### config.mk
export PLATFORM = sky130hd
export DESIGN_NAME = serial_add_sequencer
export DESIGN_NICKNAME = d
export VERILOG_FILES = /design/src/rtl/serial_add_sequencer.sv
export SDC_FILE = /design/constraint.sdc
export NUM_CORES = 1
export LEC_CHECK = 0
export BUFFER_PORTS_ARGS = -buffer_cell sky130_fd_sc_hd__clkbuf_2
export CAP_MARGIN = 20
export CELL_PAD_IN_SITES_DETAIL_PLACEMENT = 2
export CELL_PAD_IN_SITES_GLOBAL_PLACEMENT = 2
export CORE_MARGIN = 5
export CORE_UTILIZATION = 36
export CTS_CLUSTER_SIZE = 30
export DETAILED_ROUTE_END_ITERATION = 7
export GPL_TIMING_DRIVEN = 0
export PLACE_DENSITY_LB_ADDON = 0.1
export SYNTH_ARGS = -nofsm -noshare
export SYNTH_HDL_FRONTEND = slang
export SYNTH_SLANG_ARGS = --single-unit
### constraint.sdc
create_clock -name clk -period 2.4 [get_ports clk]
set_input_delay 0.48 -clock clk [delete_from_list [all_inputs] [get_ports clk]]
set_output_delay 0.48 -clock clk [all_outputs]
set_load 0.005 [all_outputs]
### src/rtl/serial_add_sequencer.sv
// -----------------------------------------------------------------------------
// serial_add_sequencer
//
// Feeds a multi-cycle bit-serial adder and collects its results. Operand
// triples {A, B, Cin} come in on a valid/ready port and are buffered in a
// small FIFO. Adds are launched one at a time with a single-cycle start
// pulse. After a fixed latency the adder's sum and carry are captured and
// presented on a valid/ready output port. Producers and consumers therefore
// never see the adder's serial timing.
//
// Ports:
//   clk        in   rising-edge clock
//   reset      in   asynchronous, active-low reset
//   in_valid   in   operand triple offered
//   in_ready   out  FIFO has space (count < DEPTH)
//   in_a/in_b  in   operands, W bits
//   in_cin     in   carry in
//   add_start  out  one-cycle launch pulse to the adder
//   add_a/b    out  registered operands to the adder
//   add_cin    out  registered carry in to the adder
//   add_sum    in   adder sum
//   add_cout   in   adder carry out
//   out_valid  out  result available
//   out_ready  in   consumer accepts the result
//   out_sum    out  captured sum
//   out_cout   out  captured carry out
//   busy       out  FSM is not in IDLE
//   fifo_count out  FIFO occupancy
// -----------------------------------------------------------------------------
module serial_add_sequencer #(
    parameter int W       = 4,
    parameter int DEPTH   = 4,
    parameter int ADD_LAT = 6
) (
    input  logic                     clk,
    input  logic                     reset,
    input  logic                     in_valid,
    output logic                     in_ready,
    input  logic [W-1:0]             in_a,
    input  logic [W-1:0]             in_b,
    input  logic                     in_cin,
    output logic                     add_start,
    output logic [W-1:0]             add_a,
    output logic [W-1:0]             add_b,
    output logic                     add_cin,
    input  logic [W-1:0]             add_sum,
    input  logic                     add_cout,
    output logic                     out_valid,
    input  logic                     out_ready,
    output logic [W-1:0]             out_sum,
    output logic                     out_cout,
    output logic                     busy,
    output logic [$clog2(DEPTH):0]   fifo_count
);

    localparam int AW = $clog2(DEPTH);
    localparam int CW = AW + 1;
    localparam int LW = $clog2(ADD_LAT);

    typedef enum logic [1:0] {
        ST_IDLE   = 2'd0,
        ST_LAUNCH = 2'd1,
        ST_WAIT   = 2'd2,
        ST_HOLD   = 2'd3
    } state_t;

    // FIFO storage and bookkeeping
    logic [W-1:0]  r_mem_a   [DEPTH];
    logic [W-1:0]  r_mem_b   [DEPTH];
    logic          r_mem_cin [DEPTH];
    logic [AW-1:0] r_wr_ptr;
    logic [AW-1:0] r_rd_ptr;
    logic [CW-1:0] r_count;

    // FSM state and registered outputs
    state_t        r_state;
    logic [LW-1:0] r_lat;
    logic          r_add_start;
    logic [W-1:0]  r_add_a;
    logic [W-1:0]  r_add_b;
    logic          r_add_cin;
    logic          r_out_valid;
    logic [W-1:0]  r_out_sum;
    logic          r_out_cout;
    logic          r_busy;

    logic          w_push;
    logic          w_pop;
    logic          w_not_empty;

    assign in_ready    = (r_count < CW'(DEPTH));
    assign w_push      = in_valid && in_ready;
    assign w_not_empty = (r_count != {CW{1'b0}});

    assign add_start  = r_add_start;
    assign add_a      = r_add_a;
    assign add_b      = r_add_b;
    assign add_cin    = r_add_cin;
    assign out_valid  = r_out_valid;
    assign out_sum    = r_out_sum;
    assign out_cout   = r_out_cout;
    assign busy       = r_busy;
    assign fifo_count = r_count;

    // Pop decision: the FSM takes the head only from IDLE or on a HOLD
    // handshake. Because count is registered, a freshly pushed entry can be
    // popped no earlier than the following edge.
    always_comb begin
        w_pop = 1'b0;
        case (r_state)
            ST_IDLE: w_pop = w_not_empty;
            ST_HOLD: w_pop = out_ready && w_not_empty;
            default: w_pop = 1'b0;
        endcase
    end

    // FIFO storage, pointers and occupancy count
    always_ff @(posedge clk or negedge reset) begin
        if (!reset) begin
            for (int i = 0; i < DEPTH; i++) begin
                r_mem_a[i]   <= {W{1'b0}};
                r_mem_b[i]   <= {W{1'b0}};
                r_mem_cin[i] <= 1'b0;
            end
            r_wr_ptr <= {AW{1'b0}};
            r_rd_ptr <= {AW{1'b0}};
            r_count  <= {CW{1'b0}};
        end else begin
            if (w_push) begin
                r_mem_a[r_wr_ptr]   <= in_a;
                r_mem_b[r_wr_ptr]   <= in_b;
                r_mem_cin[r_wr_ptr] <= in_cin;
                r_wr_ptr            <= r_wr_ptr + AW'(1);
            end
            if (w_pop) begin
                r_rd_ptr <= r_rd_ptr + AW'(1);
            end
            case ({w_push, w_pop})
                2'b10:   r_count <= r_count + CW'(1);
                2'b01:   r_count <= r_count - CW'(1);
                default: r_count <= r_count;
            endcase
        end
    end

    // Sequencing FSM: pop -> launch pulse -> fixed wait -> hold result
    always_ff @(posedge clk or negedge reset) begin
        if (!reset) begin
            r_state     <= ST_IDLE;
            r_lat       <= {LW{1'b0}};
            r_add_start <= 1'b0;
            r_add_a     <= {W{1'b0}};
            r_add_b     <= {W{1'b0}};
            r_add_cin   <= 1'b0;
            r_out_valid <= 1'b0;
            r_out_sum   <= {W{1'b0}};
            r_out_cout  <= 1'b0;
            r_busy      <= 1'b0;
        end else begin
            case (r_state)
                ST_IDLE: begin
                    r_add_start <= 1'b0;
                    if (w_pop) begin
                        r_add_a     <= r_mem_a[r_rd_ptr];
                        r_add_b     <= r_mem_b[r_rd_ptr];
                        r_add_cin   <= r_mem_cin[r_rd_ptr];
                        r_add_start <= 1'b1;
                        r_busy      <= 1'b1;
                        r_state     <= ST_LAUNCH;
                    end else begin
                        r_busy  <= 1'b0;
                        r_state <= ST_IDLE;
                    end
                end
                ST_LAUNCH: begin
                    // add_start is sampled by the adder on this edge; the
                    // counter then spans the remaining ADD_LAT edges.
                    r_add_start <= 1'b0;
                    r_lat       <= LW'(ADD_LAT - 1);
                    r_state     <= ST_WAIT;
                end
                ST_WAIT: begin
                    if (r_lat == {LW{1'b0}}) begin
                        r_out_sum   <= add_sum;
                        r_out_cout  <= add_cout;
                        r_out_valid <= 1'b1;
                        r_state     <= ST_HOLD;
                    end else begin
                        r_lat <= r_lat - LW'(1);
                    end
                end
                ST_HOLD: begin
                    if (out_ready) begin
                        r_out_valid <= 1'b0;
                        if (w_pop) begin
                            r_add_a     <= r_mem_a[r_rd_ptr];
                            r_add_b     <= r_mem_b[r_rd_ptr];
                            r_add_cin   <= r_mem_cin[r_rd_ptr];
                            r_add_start <= 1'b1;
                            r_state     <= ST_LAUNCH;
                        end else begin
                            r_busy  <= 1'b0;
                            r_state <= ST_IDLE;
                        end
                    end else begin
                        r_state <= ST_HOLD;
                    end
                end
                default: begin
                    r_state     <= ST_IDLE;
                    r_add_start <= 1'b0;
                    r_out_valid <= 1'b0;
                    r_busy      <= 1'b0;
                end
            endcase
        end
    end

endmodule

[Word-level counts from Yosys, hierarchy flattened]
Cells that the tools add are included.
Storage, ports and cells
  register bits after elaboration: 65
  bits of input ports: 18
  output and inout bits: 21
  logic and storage cells: 106
Operators by class
  add/sub/neg operators: 5
  magnitude comparators: 4
  equal/unequal tests: 10
  muxes and demuxes: 43
  bitwise gates (word level): 2
  reductions and logical operators: 17
Operators by type and width (count)
  two-way mux 4 bit: 9
  bitwise mux 16 bit: 2
  binary-select mux 4 bit (select 2 bit): 2
  case mux 4 bit (2 select lines): 2
  two-way mux 1 bit: 13
  case mux 3 bit (2 select lines): 2
  inequality test 2 bit (second input constant): 5
  AND reduction 3 bit: 3
  demux 4 bit (select 2 bit): 1
  case mux 1 bit (2 select lines): 4
  case mux 2 bit (4 select lines): 1
  nonzero test 2 bit: 4
  == test 2 bit (second input constant): 3
  >= comparator 3 bit (second input constant): 2
  NOT 2 -> 3 bit: 2
  AND reduction 2 bit: 3
  nonzero test 3 bit: 2
  subtractor 3 x 1 -> 3 bit (second input constant): 2
  adder 2 x 1 -> 2 bit (second input constant): 2
  bitwise mux 4 bit: 1
  == test 2 x 1 -> 1 bit (second input constant): 2
  two-way mux 2 bit: 2
  adder 3 x 1 -> 3 bit (second input constant): 1
  logical AND 1 bit: 3
  other kinds (8): 8

[Depth between registers and ports, before layout]
  word-level depth: 7
  mapped depth: 10
  mapped depth without buffers: 10

[Worst setup path after synthesis]
Ideal clock, no wire load.
  path kind: register to register
  start: register r_state[0]
  end: register r_count[2], in the netlist fifo_count[2]
  library setup time: 0.080 ns
  arrival: 2.225 ns
  required time: 2.320 ns
  slack: 0.095 ns
  stages on the path, launching flop included: 11
  path buffers: 1
  clock period less this slack: 2.305 ns
  cells stage by stage: dfrtp_1 > inv_1 > ha_1 > buf_1 > nor3_1 > ha_1 > inv_1 > fa_1 > xor2_1 > nor2_1 > xnor2_1
Between the ends
  cells in the longest elaborated chain, start to end: 4
  elaborated cells between the ends (all ways): 7
  those cells by class: eq/ne: 3; mux: 2; reduce/logical: 2
Ends and longest elaborated chain
  start: declaration: RTL line 76  | state_t r_state;
  start signal: assignment: RTL line 149  | r_state <= ST_IDLE;
  start signal: assignment: RTL line 169  | r_state <= ST_LAUNCH;
  start signal: assignment: RTL line 172  | r_state <= ST_IDLE;
  == test 2 bit or logical NOT 2 bit (tied branches): RTL line 110  | case (r_state)
  case mux 1 bit (2 select lines) *: RTL line 110
  net w_pop: RTL line 88  | logic w_pop;
  == test 2 x 1 -> 1 bit or == test 2 bit (tied branches): RTL line 138  | case ({w_push, w_pop})
  case mux 3 bit (2 select lines) or nonzero test 2 bit (tied branches)
  end signal: assignment: RTL line 139  | 2'b10: r_count <= r_count + CW'(1);
  end signal: assignment: RTL line 140  | 2'b01: r_count <= r_count - CW'(1);
  end signal: assignment: RTL line 141  | default: r_count <= r_count;
  end: declaration: RTL line 73  | logic [CW-1:0] r_count;
The timed path passes the listed nets; every way through them passes the cells marked *.
A chain may end at the register's enable or synchronous reset.

[Worst setup path in the final report]
  start: register r_state[1]
  end: register r_count[2], in the netlist fifo_count[2]
The elaborated chain is that of the path after synthesis.

==> out/results.ini <==
[pwr]
p_leak_nw = 1.60
power_density_nw_per_um2 = 1400
vdd_ir_drop_max_mv = 0.527

[global_route]
grt_pass1_vias = 2187
gr-usage-all-layers = 0.147
grt_start_max_net_pins = 40
antenna_found_initial = 0
overflow = 0
grt_pass1_wl_microns = 11400

[worst_setup_path]
crit_path_end_kind = flip-flop
cp_common_cell = ha_2
path_cells = inv_2 > ha_2 > nor3_4 > ha_2 > inv_1 > fa_1 > xor2_1 > nor2_1 > xnor2_1
crit_slowest_cell = dfrtp_1
cp.required_ns = 2.67
critPathTopFamily = adder cells
r2r_slack_ns = 0.17
setup.worst_path.class = reg2reg
path_buf_inv = 2
arrival_ns = 2.50
startpoint_type = flip-flop
cp_max_fo = 7
cpPeakStageDelay_ns = 0.45

[clocking]
hold_buffers = 0
cts_buffer_depth = 2
clkTransAtPathRegs_ns = 0.07
cts_root_buffer = clkbuf_8
insertion_delay_ns = 0.34
cts_sinks = 65
cts_max_level = 3
cts_buffers = 9
cts_tree = yes

[logic_synthesis]
ys_ff_latch = 65
synth-main-ff-cell = dfrtp_1
synth_cells = 214
synth_top_area_frac = 0.537
synth_async_sr_flop_share = 1.00
synth_commonest_cells = 65 x dfrtp_1, 50 x mux2_2, 13 x inv_1, 12 x ha_1, 9 x mux4_2
netlist_top_cells_area = dfrtp_1 54%, mux2_2 19%, mux4_2 6.7%
synth.most_common_cell = dfrtp_1
synthesis.area_sq_um = 3030
syn-num-nets = 245
synth_top_cell_by_area = dfrtp_1
yosysSeqAreaShare = 0.537
synth_warnings = 0
syn_area_per_cell_sq_um = 14.2
synth.distinct_cells = 36
synth_edf_count = 0

[die]
die_w_microns = 102
row_count = 33
ios = 39
initial_utilization = 0.369
design.die.area_sq_um = 10400
fp.dieH_microns = 102
fp.coreArea_sq_um = 8220

[routing]
firstDrtPassIters = 4
detail-route-antenna-nets = 0
finalWirelength_microns = 6720
vias_per_cell = 5.04
first_iter_violations = 20
drc = 0
detail_route.wl_per_cell_microns = 18.0
vias = 1886

[placement]
hpwl_microns = 4810
io_buffers = 38
routabilityCongestion = 0.664
placed_cells = 358
post-place-ws_ns = -0.169

[sta]
setup_slack_ns = 0.165
slew_headroom = 0.477
tightest_slew_ns = 0.784
fin_worst_skew_ns = 0.0110
fin_crit_ns = 2.23
slew_violations = 0
tns_ns = 0
final.period_utilization = 0.931
hold_viol = 0
fmax_ghz = 0.447
finalSetupViolCount = 0
rsz0062_at_grt = false

[layout]
drive_gt1_frac = 0.476
stdcell_count = 374
areaGrowthSynthToFinish_pct = 17.7
nFillCells = 873
antenna_cells = 0
fin_nets = 295

[hold_path]
hold_path.class = in2async

[job]
max_cap_violations = 0

[outcome]
status = completed

sequential cells by signal (all words and copies together) (netlist names):
register and count:
r_mem_a 16, r_mem_b 16, add_a 4, add_b 4
out_sum 4, r_mem_cin 4, fifo_count 3, r_lat 3
r_rd_ptr 2, r_state 2, r_wr_ptr 2, add_cin 1
add_start 1, busy 1, out_cout 1, out_valid 1
metal layers:
metal | routed length, microns | global-route usage | vias up
met1 | 3080 | 0.189 | 979
li1 | - | - | 864
met2 | 3340 | 0.239 | 31
met5 | 0 | 0 | -
met4 | 100 | 0.0613 | 0
met3 | 206 | 0.0337 | 12
final cells by class:
class | instances | area, sq um | share of cell area
multi-input combinational | 130 | 1340 | 0.375
inverter | 13 | 48.8 | 0.0137
clock inverter | 7 | 47.5 | 0.0133
buffer | 5 | 28.8 | 0.00807
tap | 105 | 131 | 0.0368
sequential | 65 | 1630 | 0.456
clock buffer | 9 | 124 | 0.0347
timing repair buffer | 40 | 220 | 0.0618
timing repair:
item / in CTS / in global routing
setup endpoints to repair: 2 / 2
cloned: 0 / 0
pin swaps: 1 / 1
buffers inserted: 1 / 0
resized for setup: 1 / 5
through the flow:
step                hold slack, ns  total power [mW]  utilization  area (sq um)
floorplan                    0.184              3.49            -          3030
global placement             0.483              4.06        0.408          3350
detailed placement           0.470              4.20        0.411          3370
CTS                         0.0897              5.06        0.433          3550
global route                0.0938              5.40        0.434          3570
finish                      0.0884              4.98        0.434          3570
logic make-up (layout without fill, tap and decap cells):
logic type,Yosys count,count (layout),synth area share
multiplexers,61,61,0.259
AND/OR/NAND/NOR,29,29,0.0537
XOR/XNOR,7,7,0.0202
flip-flops,65,65,0.537
adder cells (fa/ha/maj),13,13,0.0562
buffers and inverters,19,74,0.0268
AO/OA/AOI/OAI,20,20,0.0471
layout by cell type (no fill, tap or decap), drive strengths merged:
cell       n
nand3b     1
inv       13
a22o       1
nor2       4
mux2      50
mux4       9
clkinvlp   2
fa         1
o2111ai    1
nand2      8
buf        6
xor2       3
o32a       1
o21ai      8
a21oi      4
mux2i      2
nor3       5
clkinv     5
clkbuf    48
ha        12
nor4       1
nor3b      1
nand2b     2
a211o      1
nor2b      4
a211oi     1
or4        1
o311ai     1
a31o       1
xnor2      4
nor4b      1
nand3      1
a21o       1
dfrtp     65
worst paths after layout:
path	startpoint	to	cells after the start
worst max-delay path	r_state[1]	fifo_count[2]	9
worst min-delay path	reset	out_sum[0]	1
worst max register to register	r_state[1]	fifo_count[2]	9
worst min register to register	r_mem_a[13]	r_mem_a[13]	1
max in group asynchronous	reset	r_mem_a[12]	2
min in group clk	add_sum[3]	out_sum[3]	2
power breakdown:
group,internal (mW),switching (mW),total (mW)
combinational,1.23,0.966,2.19
clock,0.372,0.444,0.815
sequential,1.66,0.317,1.97
No activity file was read; power rests on OpenSTA's default activity.
